### src/rtl/eth_rx_dispatcher.sv
// Packet-granular RX demux: steers each whole Avalon-ST packet from the MAC to one
// NIC, selected by dst-MAC byte 5, through a single registered output stage.
module eth_rx_dispatcher #(
  parameter int          NUM_NICS     = 3,
  parameter logic [7:0]  NIC_MAC_BASE = 8'h00,
  parameter int          DATA_W       = 256
) (
  input  logic                clk,
  input  logic                reset_n,
  input  logic [DATA_W-1:0]   in_data,
  input  logic                in_valid,
  input  logic                in_sop,
  input  logic                in_eop,
  input  logic [4:0]          in_empty,
  input  logic [5:0]          in_error,
  output logic                in_ready,
  output logic [DATA_W-1:0]   out_data,
  output logic                out_sop,
  output logic                out_eop,
  output logic [4:0]          out_empty,
  output logic [5:0]          out_error,
  output logic [NUM_NICS-1:0] out_valid,
  input  logic [NUM_NICS-1:0] out_ready,
  output logic [31:0]         fwd_count,
  output logic [31:0]         drop_count
);
  localparam int         SEL_W = (NUM_NICS > 1) ? $clog2(NUM_NICS) : 1;
  localparam logic [7:0] NICS8 = 8'(NUM_NICS);

  typedef enum logic [1:0] {IDLE, FWD, DROP} state_e;

  typedef struct packed {
    logic [DATA_W-1:0] data;
    logic              sop;
    logic              eop;
    logic [4:0]        empty;
    logic [5:0]        error;
  } beat_t;

  state_e              state_q, state_d;
  logic [SEL_W-1:0]    sel_q, sel_d;
  beat_t               beat_q, beat_d;
  logic [NUM_NICS-1:0] vld_q, vld_d;
  logic [31:0]         fwd_q, fwd_d, drop_q, drop_d;

  logic       held, drain, acc, mapped, load, load_sop;
  logic [7:0] idx;

  // vld_q is one-hot on sel_q, so the reduction only ever sees the selected NIC.
  assign held     = |(vld_q & ~out_ready);
  assign drain    = |(vld_q & out_ready);
  assign in_ready = (state_q == DROP) | ~held;
  assign acc      = in_valid & in_ready;
  assign idx      = in_data[215:208] - NIC_MAC_BASE;
  assign mapped   = idx < NICS8;

  always_comb begin
    state_d  = state_q;
    sel_d    = sel_q;
    beat_d   = beat_q;
    vld_d    = drain ? '0 : vld_q;
    fwd_d    = fwd_q;
    drop_d   = drop_q;
    load     = 1'b0;
    load_sop = 1'b0;
    case (state_q)
      IDLE: if (acc) begin
        if (in_sop && mapped) begin
          sel_d    = idx[SEL_W-1:0];
          load     = 1'b1;
          load_sop = 1'b1;
          if (in_eop) fwd_d = fwd_q + 32'd1;
          else        state_d = FWD;
        end else begin
          // Unmapped sop and orphan beats share the discard path.
          if (in_eop) drop_d = drop_q + 32'd1;
          else        state_d = DROP;
        end
      end
      FWD: if (acc) begin
        load = 1'b1;
        if (in_eop) begin
          fwd_d   = fwd_q + 32'd1;
          state_d = IDLE;
        end
      end
      DROP: if (acc && in_eop) begin
        drop_d  = drop_q + 32'd1;
        state_d = IDLE;
      end
      default: state_d = IDLE;
    endcase
    if (load) begin
      beat_d = '{data: in_data, sop: load_sop, eop: in_eop,
                 empty: in_empty, error: in_error};
      for (int i = 0; i < NUM_NICS; i++) vld_d[i] = (sel_d == SEL_W'(i));
    end
  end

  always_ff @(posedge clk or negedge reset_n) begin
    if (!reset_n) begin
      state_q <= IDLE;
      sel_q   <= '0;
      beat_q  <= '0;
      vld_q   <= '0;
      fwd_q   <= '0;
      drop_q  <= '0;
    end else begin
      state_q <= state_d;
      sel_q   <= sel_d;
      beat_q  <= beat_d;
      vld_q   <= vld_d;
      fwd_q   <= fwd_d;
      drop_q  <= drop_d;
    end
  end

  assign out_data   = beat_q.data;
  assign out_sop    = beat_q.sop;
  assign out_eop    = beat_q.eop;
  assign out_empty  = beat_q.empty;
  assign out_error  = beat_q.error;
  assign out_valid  = vld_q;
  assign fwd_count  = fwd_q;
  assign drop_count = drop_q;
endmodule

### config.mk
export PLATFORM = sky130hd
export DESIGN_NAME = eth_rx_dispatcher
export DESIGN_NICKNAME = d
export VERILOG_FILES = /design/src/rtl/eth_rx_dispatcher.sv
export SDC_FILE = /design/constraint.sdc
export NUM_CORES = 1
export LEC_CHECK = 0
export ABC_AREA = 1
export CAP_MARGIN = 20
export CORE_AREA = 2 2 237 239
export DETAILED_ROUTE_END_ITERATION = 8
export DIE_AREA = 0 0 239 241
export PLACE_DENSITY = 0.63
export SLEW_MARGIN = 20
export SYNTH_ARGS = -nofsm -noshare
export SYNTH_HDL_FRONTEND = slang
export SYNTH_SLANG_ARGS = --single-unit
### constraint.sdc
create_clock -name clk -period 2.28 [get_ports clk]
set_input_delay 0.684 -clock clk [delete_from_list [all_inputs] [get_ports clk]]
set_output_delay 0.684 -clock clk [all_outputs]
set_load 0.05 [all_outputs]
* Word level (Yosys, flattened, before mapping) *
Index checks and enable logic that the tools add are counted.

storage, ports and cells
  logic and storage cells = 71
  output and inout bits = 337
  register bits = 340
  input port bits = 275

cells by class
  add/subtract/negate cells = 2
  muxes and demuxes = 28
  order comparisons = 1
  eq/ne operators = 12
  bitwise operators = 6
  reductions and logical operators = 12

operators with widths
  kind                   count
  $mux 32                8
  $pmux 32 s2            2
  $add 32x1->32 const B  2
  $mux 2                 10
  $ne 2x2->1 const B     7
  $reduce_and 5->1       2
  $lt 8x2->1 const B     1
  $and 3x3->3            2
  $mux 3                 2
  $pmux 2 s3             1
  $reduce_bool 2->1      3
  $reduce_or 3->1        2
  $eq 2x1->1 const B     2
  $eq 2x2->1 const B     2
  $logic_not 2->1        2
  $mux 1                 4
  $reduce_and 4->1       1
  $not 3->3              1
  $logic_and 1x1->1      2
  $ne 2x1->1 const B     1
  $pmux 1 s2             1
  $and 1x1->1            1
  $not 1->1              1
  $or 1x1->1             1

* Longest topological paths before layout *
Gate-level depths: netlist (run 1).

  depth after elaboration = 10
  mapped depth = 11

* Worst setup path after synthesis (run 1) *
OpenSTA, ideal clock, no wires.

  kind = input-to-reg
  from = in out_ready[1]
  to = reg drop_q[0], in the netlist drop_count[0]
  slack = 0.192 ns
  stages on the path = 9
  arrival time = 1.961 ns
  required time = 2.153 ns
  library setup time = 0.127 ns
  path through = inv_1 -> nand2_1 -> nand3_1 -> nand2_1 -> nand2_1 -> nor2_1 -> nand2_1 -> buf_2 -> xor2_1

between the ends
  cells in the longest elaborated chain, start to end = 9
  elaborated cells on any way between the ends = 10
  classes of those cells = 2 x eq/ne; 5 x bitwise; 3 x reduce/logical

ends and longest elaborated chain
  element                              line  source
  from (decl)                          23    input logic [NUM_NICS-1:0] out_ready,
  $not 3->3 *                          50    assign held = |(vld_q & ~out_ready);
  $and 3x3->3 *                        50
  $reduce_or 3->1 *                    50
  $not 1->1 *                          52    assign in_ready = (state_q == DROP) | ~held;
  $or 1x1->1 *                         52
  net in_ready                         16    output logic in_ready,
  $and 1x1->1 *                        53    assign acc = in_valid & in_ready;
  $logic_and 1x1->1                    87    DROP: if (acc && in_eop) begin
  $ne 2x1->1 (no source line)          --
  $reduce_and 5->1 (no source line) *  --
  to (signal assigned)                 114   drop_q <= drop_d;
  to (decl)                            44    logic [31:0] fwd_q, fwd_d, drop_q, drop_d;

The timed path passes the listed nets; every way through them passes the cells marked *.
A chain may end at the register's enable or synchronous reset.

* Final worst setup path (run 1) *
  from = reg drop_q[23], in the netlist drop_count[23]
  to = out drop_count[23]

RTL lines
  element    line  source
  to (decl)  25    output logic [31:0] drop_count

No word-level cell between the ends.

==> flow_summary.toml, run 1 <==
[critical_path]
r2r-end = "out_data[78]"
required_ns = 1.60
r2r_setup_slack_ns = 0.33
reg2reg_from = "out_valid[1]"
cp.depth = 1
max_stage_delay_ns = 0.55
crit_slowest_cell = "dlygate4sd2_1"
path_buf_inv = 1
cp_max_fo = 4
critPathArrivalTime_ns = 1.51
critPathLaunchType = "flop"
end_kind = "output pin"
path_cells = "dlygate4sd2_1"
r2r_cells = 10
critPathKind = "reg -> out"
cp_top_family = "buffers and inverters"

[floorplanning]
start_util_pct = 26.7
fp-row-count = 86
chipHeight_um = 241
ios = 612
die_w_um = 239
core_area_um2 = 54900
fp.dieArea_um2 = 57600

[synthesis]
yosysSeqAreaShare_pct = 58.1
mappedNetlistArea_um2 = 14600
syn_nets = 2117
yosysUniqueCellTypes = 26
synth_warnings = 0
synth_seq_cells = 340
synthesis.instances = 1840
postSynthAreaPerCell_um2 = 7.95

[place]
dp_hpwl_mm = 40.1
port_buffers = 611
place_worst_setup_slack_ns = -0.536
place_congestion = 0.908
dp.cells = 3140

[timing]
timing.hold.ws_ns = 0.468
slew_violations = 0
final.setup_skew_ns = 0.0259
final_hold_viol_count = 0
fin_crit_ns = 2.20
fmax_ghz = 0.455
worst_pin_slew_ns = 0.557
rsz0062_at_grt = "yes"
finalSetupViolations = 0
post-route-period-util_pct = 96.4
setup_ws_ns = 0.0832
maxSlewHeadroom_pct = 63.0

[route]
first_pass_iters = 7
vias = 14000
vias_per_cell = 4.35
post_drt_wl_per_cell_um = 16.5
drt_iter0_markers = 767
ant_nets = 0
remaining_drc_errors = 0
drt-total-wl_mm = 53.2

[grt]
grt_max_degree = 92
grt_pass1_wl_mm = 80.6
grt_overflow = 0
grt.total_usage_pct = 17.9
antenna_found_initial = 1
grt_pass1_vias = 14400

[layout]
layout-drive-gt1-share_pct = 11.4
syn2layout_area_growth_pct = 56.2
final_common_cell = "nand2_1"
antenna_cells = 0
finalCoreUtilization_pct = 41.6
nFillCells = 5541
nets = 2759
instances_no_fill = 3215
final_cell_mix = "nand2_1 (1,132), dfrtp_1 (337), clkdlybuf4s50_1 (270)"

[cts]
clk_latency_ns = 0.57
clk_pin_slew_ns = 0.05
clock-sinks = 340
cts_tree = "yes"
numCtsBuffers = 41
root_buffer = "clkbuf_16"
h-tree-depth = 2
clockBufferDepth = 3

[power]
ir_worst_vdd_mv = 0.537
p_per_area_nw_per_um2 = 910
p_leak_nw = 12.7

[worst_hold_path]
holdCritPathClass = "reg -> reg"
min_to = "out_data[92]"
holdPathStages = 2
min_from = "out_data[92]"

[outcome]
status = "finished clean"

[run]
maxCapViolations = 0
==> logic make-up (layout without fill, tap and decap cells) <==
kind of cell,Yosys count,after routing,synth area share (%)
xor+xnor,23,23,1.38
compound gates,34,34,1.27
buf+inv,133,804,4.16
fa+ha+maj,2,2,0.171
simple gates,1308,1308,34.9
flops,340,340,58.1
==> stage by stage <==
step | total power [mW] | area (µm²) | setup TNS, ns
floorplan | 11.5 | 14600 | 0
global placement | 14.3 | 21600 | -146.64
detailed placement | 14.4 | 21600 | -154.39
CTS | 21.1 | 22800 | -0.138
global route | 21.7 | 22900 | -0.0147
finish | 20.8 | 22900 | 0
==> cells in the mapped netlist <==
| library cell | number | area, µm² |
|---|---|---|
| nor2_1 | 84 | 315 |
| o22ai_1 | 1 | 6.26 |
| xor2_1 | 21 | 184 |
| dfrtp_1 | 340 | 8510 |
| nand2_1 | 1136 | 4260 |
| nor2_2 | 1 | 6.26 |
| nor2_4 | 2 | 22.5 |
| nand3_2 | 1 | 10.0 |
| o21ai_0 | 30 | 150 |
| inv_2 | 2 | 7.51 |
| ha_1 | 2 | 25.0 |
| a22o_1 | 1 | 8.76 |
| a21oi_4 | 1 | 16.3 |
| a21oi_1 | 1 | 5.00 |
| nand3_1 | 36 | 180 |
| nor3_1 | 21 | 105 |
| nor3_2 | 1 | 10.0 |
| clkbuf_1 | 24 | 90.1 |
| buf_4 | 22 | 165 |
| buf_1 | 2 | 7.51 |
| buf_2 | 22 | 110 |
| nand3b_1 | 20 | 150 |
| nand4_1 | 4 | 25.0 |
| xnor2_1 | 2 | 17.5 |
| inv_1 | 61 | 229 |
| nand2_2 | 2 | 12.5 |
==> how the worst max path moves through the flow <==
stage / from / endpoint / slack, ns
after floorplan: out_ready[1] / drop_count[0] / 0.19
after global placement: in_data[215] / out_data[190] / -0.50
after detailed placement: in_data[214] / out_data[142] / -0.54
after CTS: out_ready[1] / in_ready / -0.14
after global routing: in_data[214] / out_data[78] / -0.007
final: drop_count[23] / drop_count[23] / 0.08
==> power breakdown <==
group	switching, mW	internal (mW)
logic	4.56	1.85
clock network	2.64	4.25
registers	0.586	6.91
==> area by class of cell <==
type	instances	area (µm²)	share of cell area, %
flip-flops and latches	340	8510	37.3
inverters	63	236	1.03
repair buffers	669	6250	27.4
multi-input cells	1367	5550	24.3
clock buffers	60	1210	5.28
well taps	704	881	3.85
clock inverters	12	211	0.925
==> metal layers <==
| layer | wire (µm) | track usage (%) | vias to the layer above |
|---|---|---|---|
| met5 | 13 | 0 | - |
| met4 | 1960 | 7.18 | 2 |
| met3 | 3560 | 4.70 | 116 |
| met2 | 26200 | 30.7 | 471 |
| met1 | 21500 | 21.5 | 6534 |
| li1 | - | - | 6872 |
==> tightest hold or removal path, delay by kind of cell (launching register included) <==
| family | cells | cell delay, ns |
|---|---|---|
| flip-flops | 1 | 0.33 |
| AND/OR/NAND/NOR | 2 | 0.10 |
==> flip-flops by register name, indices dropped and copies added, names as in the netlist <==
signal,flops
out_sop,1
out_empty,5
sel_q,2
out_valid,3
state_q,2
drop_count,32
fwd_count,32
out_error,6
out_eop,1
out_data,256
==> timing repair <==
| action | CTS | global route |
|---|---|---|
| resized for setup | 196 | 12 |
| hold endpoints to repair | 12 | 0 |
| pin swaps | 1 | 3 |
| setup buffers | 0 | 1 |
| gates cloned | 0 | 1 |
| setup endpoints to repair | 193 | 63 |
| hold buffers | 1 | 0 |
(Power assumes the default switching activity.)
==> inputs of run 2 (changes only) <==
- PLACE_DENSITY: 0.63 -> 0.57
==> flow_summary.toml, run 2 (same netlist as run 1, synthesis figures left out) <==
[timing]
fmax_ghz = 0.452
slew_violations = 0
maxSlewHeadroom_pct = 62.0
finalSetupViolations = 0
fin_crit_ns = 2.21
final_hold_viol_count = 0
rsz0062_at_grt = "no"
worst_pin_slew_ns = 0.572
post-route-period-util_pct = 97.0
setup_ws_ns = 0.0676
final.setup_skew_ns = 0.0180

[layout]
instances_no_fill = 3223
nFillCells = 5622
final_cell_area_um2 = 22800
syn2layout_area_growth_pct = 55.8
final_common_cell = "nand2_1"
layout-drive-gt1-share_pct = 11.6
largest_register_ffs = 256
finalCoreUtilization_pct = 41.5
nets = 2765
final_cell_mix = "nand2_1 (1,135), dfrtp_1 (340), clkdlybuf4s50_1 (270)"

[floorplanning]
start_util_pct = 26.7
core_area_um2 = 54900
chipHeight_um = 241
ios = 612
die_w_um = 239
fp.dieArea_um2 = 57600
fp-row-count = 86

[grt]
antenna_found_initial = 3
grt.total_usage_pct = 18.5
grt_pass1_wl_mm = 82.4
grt_max_degree = 87
grt_overflow = 0
grt_pass1_vias = 14100

[critical_path]
critPathKind = "reg -> out"
critPathArrivalTime_ns = 1.53
critPathLaunchType = "flop"
path_buf_inv = 1
cp_max_fo = 2
required_ns = 1.60
max_stage_delay_ns = 0.56
crit_slowest_cell = "dlygate4sd2_1"
path_cells = "dlygate4sd2_1"
cp_top_family = "buffers and inverters"
end_kind = "output pin"

[run]
maxCapViolations = 0

[route]
first_pass_iters = 5
post_drt_wl_per_cell_um = 17.0
drt-total-wl_mm = 54.9
vias_per_cell = 4.34
remaining_drc_errors = 0
vias = 14000
route.met2.wl_mm = 27.5
drt_iter0_markers = 743
highest_layer = "met5"
wl_met3_mm = 3.79
ant_nets = 0
wl_met1_mm = 22.4

[place]
dp_hpwl_mm = 41.9
place_area_um2 = 21700
port_buffers = 611
dp.cells = 3147
place_worst_setup_slack_ns = -0.416
place_congestion = 0.932

[power]
design_power_total_mw = 20.4
ir_worst_vdd_mv = 0.569
p_per_area_nw_per_um2 = 897
p_leak_nw = 12.6

[cts]
numCtsBuffers = 42
cts_tree = "yes"
clock-sinks = 340
root_buffer = "clkbuf_16"
clockBufferDepth = 3
clk_latency_ns = 0.55
h-tree-depth = 2
clk_pin_slew_ns = 0.06

[outcome]
status = "finished clean"

[worst_hold_path]
holdCritPathClass = "in -> async"
[run 2: timing repair]
item,CTS,global route
gates resized for setup,194,0
endpoints found under the setup margin,188,0
setup buffers,1,0
hold buffers,0,0
[run 2: metal layers]
layer | track usage, % | up-vias
met4 | 4.98 | 2
li1 | - | 6888
met5 | 0 | -
met1 | 22.8 | 6596
met3 | 4.83 | 71
met2 | 32.0 | 430
[run 2: layout make-up]
cell class	instances	area, µm²	area share, %
Clock buffer	57	1200	5.26
Timing Repair Buffer	674	6280	27.6
Multi-Input combinational cell	1367	5530	24.3
Inverter	63	236	1.04
Tap cell	704	881	3.86
Sequential cell	340	8510	37.3
Antenna cell	2	5.00	0.0220
Clock inverter	16	145	0.637
[run 2: stage by stage]
stage	setup TNS, ns	hold WS, ns
floorplan	0	0.388
global placement	-108.11	0.460
detailed placement	-115.73	0.464
CTS	0	0.0771
global route	0	0.0937
finish	0	0.0871
[run 2: final timing paths]
check	from	end	slack, ns	cells past startpoint
setup / recovery	out_data[174]	out_data[174]	0.07	1
setup reg to reg	drop_count[0]	drop_count[18]	0.25	8
hold / removal	reset_n	out_data[195]	0.09	1
min in group clk	out_data[82]	out_data[82]	0.47	2
hold reg to reg	out_data[82]	out_data[82]	0.47	2
max in group asynchronous	reset_n	out_data[188]	1.50	2
[run 2: where the power goes]
part           internal [mW]  leakage (nW)  switching, mW  total (mW)
clock network           3.91         0.673           2.63        6.54
logic                   1.85          7.28           4.53        6.38
registers               6.91          4.68          0.604        7.51
total                   12.7          12.6           7.77        20.4
==> inputs of run 3 (changes only) <==
- ABC_AREA: 1 -> 0
- CORE_AREA: 2 2 237 239 -> 2 2 240 242
- DIE_AREA: 0 0 239 241 -> 0 0 242 244
- PLACE_DENSITY: 0.57 -> 0.54
==> flow_summary.toml, run 3 <==
[critical_path]
cp_top_family = "flip-flops"
required_ns = 1.60
path_buf_inv = 2
end_kind = "output pin"
critPathArrivalTime_ns = 1.75
max_stage_delay_ns = 0.40
cp_max_fo = 2
critPathLaunchType = "flop"
path_cells = "nor2b_4 > buf_6 > nor3_4 > a21o_1 > buf_12"
critPathKind = "reg -> out"
crit_slowest_cell = "dfrtp_2"

[cts]
clock-sinks = 340
h-tree-depth = 2
root_buffer = "clkbuf_16"
clk_latency_ns = 0.56
ctsHoldBuffers = 0
numCtsBuffers = 42
clk_pin_slew_ns = 0.06
clockBufferDepth = 3
cts_tree = "yes"

[layout]
antenna_cells = 0
multi_input_area_um2 = 5590
final_cell_mix = "dfrtp_1 (329), clkdlybuf4s50_1 (266), mux2_4 (217)"
largest_register_ffs = 256
layout-drive-gt1-share_pct = 39.0
syn2layout_area_growth_pct = 79.5
nets = 1938
nFillCells = 5330
seqCellArea_um2 = 8520
instances_no_fill = 2443
final_common_cell = "dfrtp_1"

[power]
p_seq_share_pct = 41.0
p_per_area_nw_per_um2 = 667
p_int_mw = 11.5
p_leak_nw = 12.1
p_sw_mw = 4.52
switching_share_pct = 28.2
design_power_total_mw = 16.0
ir_worst_vdd_mv = 0.492
clockPowerShare_pct = 41.3
p_comb_share_pct = 17.7

[floorplanning]
fp-row-count = 87
fp.dieArea_um2 = 59000
ios = 612
core_area_um2 = 56200
chipHeight_um = 244
start_util_pct = 23.8
die_w_um = 242

[route]
vias = 10400
ant_nets = 0
post_drt_wl_per_cell_um = 20.7
first_pass_iters = 4
remaining_drc_errors = 0
vias_per_cell = 4.26
drt_iter0_markers = 270
drt-total-wl_mm = 50.6

[timing]
post-route-period-util_pct = 107
timing.hold.ws_ns = 0.0370
rsz0062_at_grt = "yes"
final.setup_skew_ns = 0.0283
fin_crit_ns = 2.43
slew_violations = 0
setup_ws_ns = -0.152
maxSlewHeadroom_pct = 63.2
fmax_ghz = 0.411
final_hold_viol_count = 0
worst_pin_slew_ns = 0.554
finalSetupViolations = 214

[synthesis]
synthTopCellsByCount = "dfrtp_1 (340), mux2_2 (271), xor2_1 (45)"
synth_seq_cells = 340
yosysUniqueCellTypes = 43
yosys-top-cells-area = "dfrtp_1 (64%), mux2_2 (23%), xor2_1 (2.9%)"
synthArstFlopShare_pct = 100
mappedNetlistArea_um2 = 13400
synth_ff_type = "dfrtp_1"
synthesis.instances = 899
yosysSeqAreaShare_pct = 63.7
synth_warnings = 0
synthMostInstantiatedCell = "dfrtp_1"
synth_top_cell_by_area = "dfrtp_1"
synth-edff-count = 0
postSynthAreaPerCell_um2 = 14.9
syn_nets = 1176
synth_top_area_share_pct = 63.7

[grt]
grt_use_met2_pct = 26.5
grt_pass1_wl_mm = 70.0
met1_usage_pct = 17.9
grt.busiest_layer = "met2"
use_met3_pct = 5.63
grt_max_degree = 69
grt.total_usage_pct = 15.4
grt_pass1_vias = 10800
antenna_found_initial = 4
grt_overflow = 0

[outcome]
violations = "negative setup slack"
status = "finished with violations"

[place]
place_congestion = 0.811
dp.cells = 2315
dp_hpwl_mm = 34.8
port_buffers = 611

[worst_hold_path]
holdCritPathClass = "in -> async"

[run]
maxCapViolations = 0
## run 3: kinds of logic after synthesis
group	after synthesis	synth area share, %
AOI/OAI and AO/OA	26	1.27
xor gates and xnor gates	62	4.06
adders and majority gates	2	0.187
buffers and inverters	49	1.70
DFF	340	63.7
muxes	271	22.8
and+or+nand+nor	149	6.26
## run 3: layer usage
layer	vias up	wire length [µm]
met5	-	26
met2	373	25500
met4	4	1150
met3	77	3870
met1	5242	20100
li1	4709	-
## run 3: area by class of cell
class / count / share of cell area (%)
well taps: 756 / 3.94
clock buffers: 58 / 5.11
inverters: 13 / 0.203
clock inverters: 12 / 0.511
flip-flops and latches: 340 / 35.5
repair buffers: 753 / 31.4
multi-input cells: 511 / 23.3
## run 3: what timing repair did
| action | in CTS | in global routing |
|---|---|---|
| endpoints found under the setup margin | 466 | 223 |
| resized for setup | 231 | 280 |
| endpoints found under the hold margin | 0 | 0 |
| pin swaps | 9 | 9 |
| cloned | 6 | 23 |
| setup buffers | 21 | 16 |
## run 3: worst register-to-register path: stages (launching register included)
cell     delay [ns]
dfrtp_2        0.40
nor2b_4        0.13
buf_4          0.13
or4_4          0.52
buf_6          0.14
or4b_4         0.65
nor3_2         0.16
xor2_1         0.17
## run 3: metrics by stage
stage / TNS [ns] / setup WS (ns) / instance area [µm²] / utilization, %
after floorplan: -3.29 / -0.0378 / 13400 / -
after global placement: -217.90 / -0.775 / 20800 / 37.0
after detailed placement: -223.47 / -0.799 / 20800 / 37.0
after CTS: -0.239 / -0.235 / 22300 / 39.7
after global routing: -25.53 / -0.218 / 24000 / 42.7
final: -14.25 / -0.152 / 24000 / 42.7
## run 3: worst paths after layout
check                          startpoint        endpoint  slack, ns  cells past startpoint
max                          out_valid[2]        in_ready      -0.15                      5
min                               reset_n  drop_count[21]       0.04                      1
max reg2reg                  out_valid[2]   fwd_count[27]      -0.14                      7
min reg2reg                drop_count[31]  drop_count[31]       0.47                      1
max in group asynchronous         reset_n    out_data[54]       1.50                      3
min in group clk           drop_count[31]  drop_count[31]       0.47                      1
## run 3: power by group through the flow
stage / sequential [mW] / combinational (mW) / clock [mW]
floorplan: 7.69 / 0.351 / 0
CTS: 6.55 / 2.72 / 6.86
global placement: 6.65 / 2.81 / 0
finish: 6.56 / 2.84 / 6.60
global route: 6.60 / 2.97 / 7.09
detailed placement: 6.66 / 2.83 / 0
